**config.mk**
```make
export PLATFORM = sky130hd
export DESIGN_NAME = stream_demux_1to2
export DESIGN_NICKNAME = d
export VERILOG_FILES = /design/src/rtl/stream_demux_1to2.sv
export SDC_FILE = /design/constraint.sdc
export NUM_CORES = 1
export LEC_CHECK = 0
export BUFFER_PORTS_ARGS = -buffer_cell sky130_fd_sc_hd__buf_2
export CAP_MARGIN = 10
export CELL_PAD_IN_SITES_DETAIL_PLACEMENT = 1
export CELL_PAD_IN_SITES_GLOBAL_PLACEMENT = 2
export CORE_ASPECT_RATIO = 0.75
export CORE_MARGIN = 5
export CORE_UTILIZATION = 33
export CTS_CLUSTER_SIZE = 12
export DETAILED_ROUTE_END_ITERATION = 6
export PLACE_DENSITY_LB_ADDON = 0.25
export SLEW_MARGIN = 25
export SYNTH_ARGS = -nofsm -noshare
export SYNTH_HDL_FRONTEND = slang
export SYNTH_SLANG_ARGS = --single-unit
```
**constraint.sdc**
```tcl
create_clock -name clk -period 3.6 [get_ports clk]
set_input_delay 0.72 -clock clk [delete_from_list [all_inputs] [get_ports clk]]
set_output_delay 0.72 -clock clk [all_outputs]
set_load 0.01 [all_outputs]
```
**src/rtl/stream_demux_1to2.sv**
```systemverilog
`default_nettype none
// ============================================================================
// Module      : stream_demux_1to2
// Description : Registered 1-to-2 valid/ready stream demultiplexer. Each input
//               beat is routed by s_sel_i to output 0 or output 1. Each output
//               owns a single-entry register. With LOCK_PKT=1, the route taken
//               by the first beat of a packet is held until the beat flagged
//               last.
// Revision    : 1.0 - initial release
// ----------------------------------------------------------------------------
// Parameters
//   WIDTH     data width of the input and both outputs
//   LOCK_PKT  1: route latched per packet (first beat .. s_last_i)
//             0: route sampled on every beat, s_last_i only forwarded
// Ports
//   clk         system clock, rising edge
//   rst_n       asynchronous active-low reset
//   s_data_i    input beat data
//   s_sel_i     route select (0 -> m0, 1 -> m1)
//   s_last_i    final beat of packet
//   s_valid_i   input beat present
//   s_ready_o   block accepts a beat this cycle (combinational)
//   m0_data_o   output 0 data           m1_data_o   output 1 data
//   m0_last_o   output 0 last flag      m1_last_o   output 1 last flag
//   m0_valid_o  output 0 beat present   m1_valid_o  output 1 beat present
//   m0_ready_i  output 0 consumer ready m1_ready_i  output 1 consumer ready
// ============================================================================
module stream_demux_1to2 #(
  parameter int WIDTH    = 8,
  parameter bit LOCK_PKT = 1'b1
) (
  input  logic             clk,
  input  logic             rst_n,

  input  logic [WIDTH-1:0] s_data_i,
  input  logic             s_sel_i,
  input  logic             s_last_i,
  input  logic             s_valid_i,
  output logic             s_ready_o,

  output logic [WIDTH-1:0] m0_data_o,
  output logic             m0_last_o,
  output logic             m0_valid_o,
  input  logic             m0_ready_i,

  output logic [WIDTH-1:0] m1_data_o,
  output logic             m1_last_o,
  output logic             m1_valid_o,
  input  logic             m1_ready_i
);

  // --------------------------------------------------------------------------
  // Packet-lock state
  // --------------------------------------------------------------------------
  typedef enum logic [0:0] {
    ST_IDLE   = 1'b0,
    ST_LOCKED = 1'b1
  } state_t;

  state_t state_q;
  logic   lock_sel_q;

  // --------------------------------------------------------------------------
  // Output-register storage, index 0 -> m0, index 1 -> m1
  // --------------------------------------------------------------------------
  logic [WIDTH-1:0] data_q  [2];
  logic [WIDTH-1:0] data_d  [2];
  logic [1:0]       last_q;
  logic [1:0]       last_d;
  logic [1:0]       valid_q;
  logic [1:0]       valid_d;
  logic [1:0]       out_ready;
  logic [1:0]       load;

  logic             esel;
  logic             accept;

  assign out_ready = {m1_ready_i, m0_ready_i};

  // Inside a packet the latched route wins; between packets the live select
  // is used, so a select change on a stalled beat retargets it immediately.
  assign esel = (state_q == ST_LOCKED) ? lock_sel_q : s_sel_i;

  // Ready only looks at the selected output, so a stalled output never blocks
  // beats headed for the other one. The rst_n term keeps s_ready_o low while
  // reset is held, even though both registers are empty at that time.
  assign s_ready_o = rst_n & (~valid_q[esel] | out_ready[esel]);

  assign accept = s_valid_i & s_ready_o;

  assign load[0] = accept & ~esel;
  assign load[1] = accept &  esel;

  // --------------------------------------------------------------------------
  // Output register next-state: load has priority over drain so that a
  // simultaneous drain+reload keeps valid high and replaces the data.
  // Draining leaves data/last untouched, only valid falls.
  // --------------------------------------------------------------------------
  always_comb begin
    for (int i = 0; i < 2; i++) begin
      data_d[i]  = data_q[i];
      last_d[i]  = last_q[i];
      valid_d[i] = valid_q[i];
      if (load[i]) begin
        data_d[i]  = s_data_i;
        last_d[i]  = s_last_i;
        valid_d[i] = 1'b1;
      end else if (valid_q[i] && out_ready[i]) begin
        valid_d[i] = 1'b0;
      end
    end
  end

  always_ff @(posedge clk or negedge rst_n) begin
    if (!rst_n) begin
      for (int i = 0; i < 2; i++) begin
        data_q[i] <= '0;
      end
      last_q  <= '0;
      valid_q <= '0;
    end else begin
      for (int i = 0; i < 2; i++) begin
        data_q[i] <= data_d[i];
      end
      last_q  <= last_d;
      valid_q <= valid_d;
    end
  end

  // --------------------------------------------------------------------------
  // Packet-lock FSM. Only built when locking is enabled; otherwise the state
  // is tied to IDLE so esel always follows s_sel_i.
  // --------------------------------------------------------------------------
  generate
    if (LOCK_PKT) begin : g_lock
      state_t state_d;
      logic   lock_sel_d;

      always_ff @(posedge clk or negedge rst_n) begin
        if (!rst_n) begin
          state_q    <= ST_IDLE;
          lock_sel_q <= 1'b0;
        end else begin
          state_q    <= state_d;
          lock_sel_q <= lock_sel_d;
        end
      end

      always_comb begin
        state_d    = state_q;
        lock_sel_d = lock_sel_q;
        case (state_q)
          ST_IDLE: begin
            // A single-beat packet (last on the first beat) never locks.
            if (accept && !s_last_i) begin
              state_d    = ST_LOCKED;
              lock_sel_d = s_sel_i;
            end
          end
          ST_LOCKED: begin
            // Gaps in s_valid_i keep the lock; only the last beat releases it.
            if (accept && s_last_i) begin
              state_d = ST_IDLE;
            end
          end
          default: begin
            state_d = ST_IDLE;
          end
        endcase
      end
    end else begin : g_nolock
      assign state_q    = ST_IDLE;
      assign lock_sel_q = 1'b0;
    end
  endgenerate

  // --------------------------------------------------------------------------
  // Output mapping
  // --------------------------------------------------------------------------
  assign m0_data_o  = data_q[0];
  assign m0_last_o  = last_q[0];
  assign m0_valid_o = valid_q[0];

  assign m1_data_o  = data_q[1];
  assign m1_last_o  = last_q[1];
  assign m1_valid_o = valid_q[1];

endmodule
`default_nettype wire

```
==> results.txt <==
Status -> finished clean
Yosys warning count -> 0
Synthesized area -> 928 um^2
Initial Util -> 0.349
Final Slew Violations -> 0
Crit path max fanout -> 3
Hpwl dp -> 1340 um
Syn_nets -> 73
CP bufs+invs -> 2
Max incr delay on CP -> 0.26 ns
Final worst slack -> 1.33 ns
Clock period minus final worst setup slack -> 2.27 ns
Critical Path Sink Type -> output pin
Worst slew margin -> 0.424
Fin Clk Skew -> 0.00247 ns
Most used cell, CP -> buf_2
Share of cells above drive strength 1 -> 0.667
Peak VDD IR -> 330 uV
Final hold vios -> 0
P_sw -> 0.278 mW
Place WS -> 1.02 ns
Clk slew on worst S/H paths -> 0.07 ns
Post-synthesis cell count -> 58
Nets -> 112
Number of antenna violations at the first check in global routing -> 0
Residual DRC -> 0
1st-iter DRT viols -> 13
Cell internal pwr -> 0.642 mW
Post-layout util -> 0.446
Crit path kind -> in2out
DIE WIDTH -> 71.2 um
CTS H-tree lvls -> 1
Core region area -> 2660 um^2
Clock latency on the worst-skew pair -> 0.26 ns
Final WL -> 1870 um
Logic pwr share -> 0.364
Seq pwr share -> 0.446
First-pass GRT wire length -> 3170 um
Register-to-Register Path Depth -> 3
Worst path required time -> 2.88 ns
Number of antenna diodes -> 0
Power Dens Cells -> 774 nW/um^2
CTS tree -> built
Area delta synth->final -> 28.0%
Arrival time at the worst endpoint -> 1.55 ns
Slowest CP cell -> mux2i_2
Fmax -> 0.441 GHz
Startpoint Class -> input pin
Actual slew at the worst max-slew pin -> 0.859 ns
Sequential area share after synthesis -> 0.593
CTS max path bufs -> 2
Cts hold-fix bufs -> 0
Most common cell after layout, fill and taps aside -> buf_2
Commonest cells after routing, fill and taps aside -> 35 x buf_2, 22 x dfrtp_1, 11 x mux2_2
Crit-path leading delay family -> multiplexers
Via-per-instance ratio -> 4.55
Switching share of power -> 0.302
Boundary Pins -> 36
Post-CTS setup repair buffer count -> 0
FF-to-FF End -> m0_data_o[0]
Clk pwr share -> 0.191
IO Port Bufs -> 35
Final TNS setup -> 0 ns
Die area -> 3990 um^2
Site Rows -> 16
RePlAce Congestion -> 0.683
Hold Path Class -> in2async
Tot GR Track Use -> 0.101
Via Count -> 601
Largest net degree at the start of global routing -> 25
Synthesized area per cell -> 16.0 um^2
Clock buffer count from CTS -> 3
Max-cap check violation count -> 0
Critical path cell sequence -> buf_2 -> mux2i_2 -> mux2i_1 -> and2_1 -> buf_2
DRT Pass-1 Iters -> 2
Seq cells post-synth -> 22
Period utilization -> 0.630
Root Driver -> clkbuf_8
Die height -> 55.9 um
Clk sinks -> 22
Gr ovfl total -> 0
Reg2Reg Setup Slack -> 1.58 ns
Synth cell types -> 16
Pleak -> 0.570 nW
Routed len/inst -> 14.2 um
Vias in the first global route -> 651
Post-CTS Resized -> 0
Final setup fails -> 0
Detail Route Antenna Nets -> 0
RSZ-0062 raised after global routing -> no
[synth_stat cells, drive strengths merged]
library cell | count | area share
nor3b | 1 | 0.020
nor3 | 1 | 0.011
nor2b | 2 | 0.013
o21ai | 2 | 0.011
buf | 2 | 0.024
o41ai | 1 | 0.0094
o31a | 1 | 0.011
and2 | 1 | 0.0067
nor4 | 1 | 0.0067
nand2 | 2 | 0.0081
mux2i | 2 | 0.026
dfrtp | 22 | 0.59
or2 | 2 | 0.013
mux2 | 18 | 0.25
[layout make-up]
| type | count | area, um^2 |
|---|---|---|
| clock buffers | 4 | 55.1 |
| flip-flops and latches | 22 | 551 |
| fillers | 293 | 1470 |
| multi-input cells | 34 | 355 |
| repair buffers | 36 | 183 |
| well taps | 36 | 45.0 |
[power by group through the flow]
| stage | Sequential (mW) | Combinational [mW] | Clock, mW |
|---|---|---|---|
| after floorplan | 0.457 | 0.160 | 0 |
| after global placement | 0.411 | 0.337 | 0 |
| after detailed placement | 0.414 | 0.343 | 0 |
| after CTS | 0.411 | 0.343 | 0.186 |
| after global routing | 0.425 | 0.363 | 0.199 |
| final | 0.410 | 0.335 | 0.175 |
[per-layer routing]
metal | track usage | part of all wire | vias to the layer above
met5 | 0 | 0 | -
li1 | - | - | 280
met4 | 0.0483 | 0.0086 | 0
met1 | 0.126 | 0.49 | 293
met2 | 0.152 | 0.42 | 24
met3 | 0.0397 | 0.079 | 4
[worst reg2reg max path, stage by stage (launching register included)]
cell and delay [ns]:
dfrtp_1 0.43, mux2i_2 0.34, nor3b_4 0.73, mux2_2 0.41
[per-stage QoR]
step                cell area (um^2)  hold slack [ns]  power, mW  cells
floorplan                        928            0.424      0.617     58
global placement                1130            0.488      0.749    128
detailed placement              1130            0.489      0.757    128
CTS                             1190            0.420      0.940    132
global route                    1190            0.440      0.987    132
finish                          1190            0.418      0.920    132
[cell families (layout without fill, tap and decap cells)]
group           after synthesis  count (layout)  share of synthesized area
flops                        22              22                      0.593
compound gates                4               4                     0.0310
mux                          20              20                      0.272
simple gates                 10              10                     0.0795
buf+inv                       2              40                     0.0243
[registers in the layout (all words and copies together), names as in the netlist, named ones only]
signal      count
m0_data_o       8
m1_data_o       8
last_q          2
valid_q         2
lock_sel_q      1
[worst max path at each step]
stage                       start      endpoint  slack (ns)  depth (start not counted)
after floorplan           s_sel_i     s_ready_o        1.59                          3
after global placement      rst_n  m0_data_o[1]        1.04                          5
after detailed placement    rst_n  m0_data_o[0]        1.02                          5
after CTS                   rst_n  m0_data_o[0]        1.30                          5
after global routing        rst_n  m0_data_o[1]        1.19                          5
final                     s_sel_i     s_ready_o        1.33                          5
Note: power is estimated with default switching activity, not from simulation.
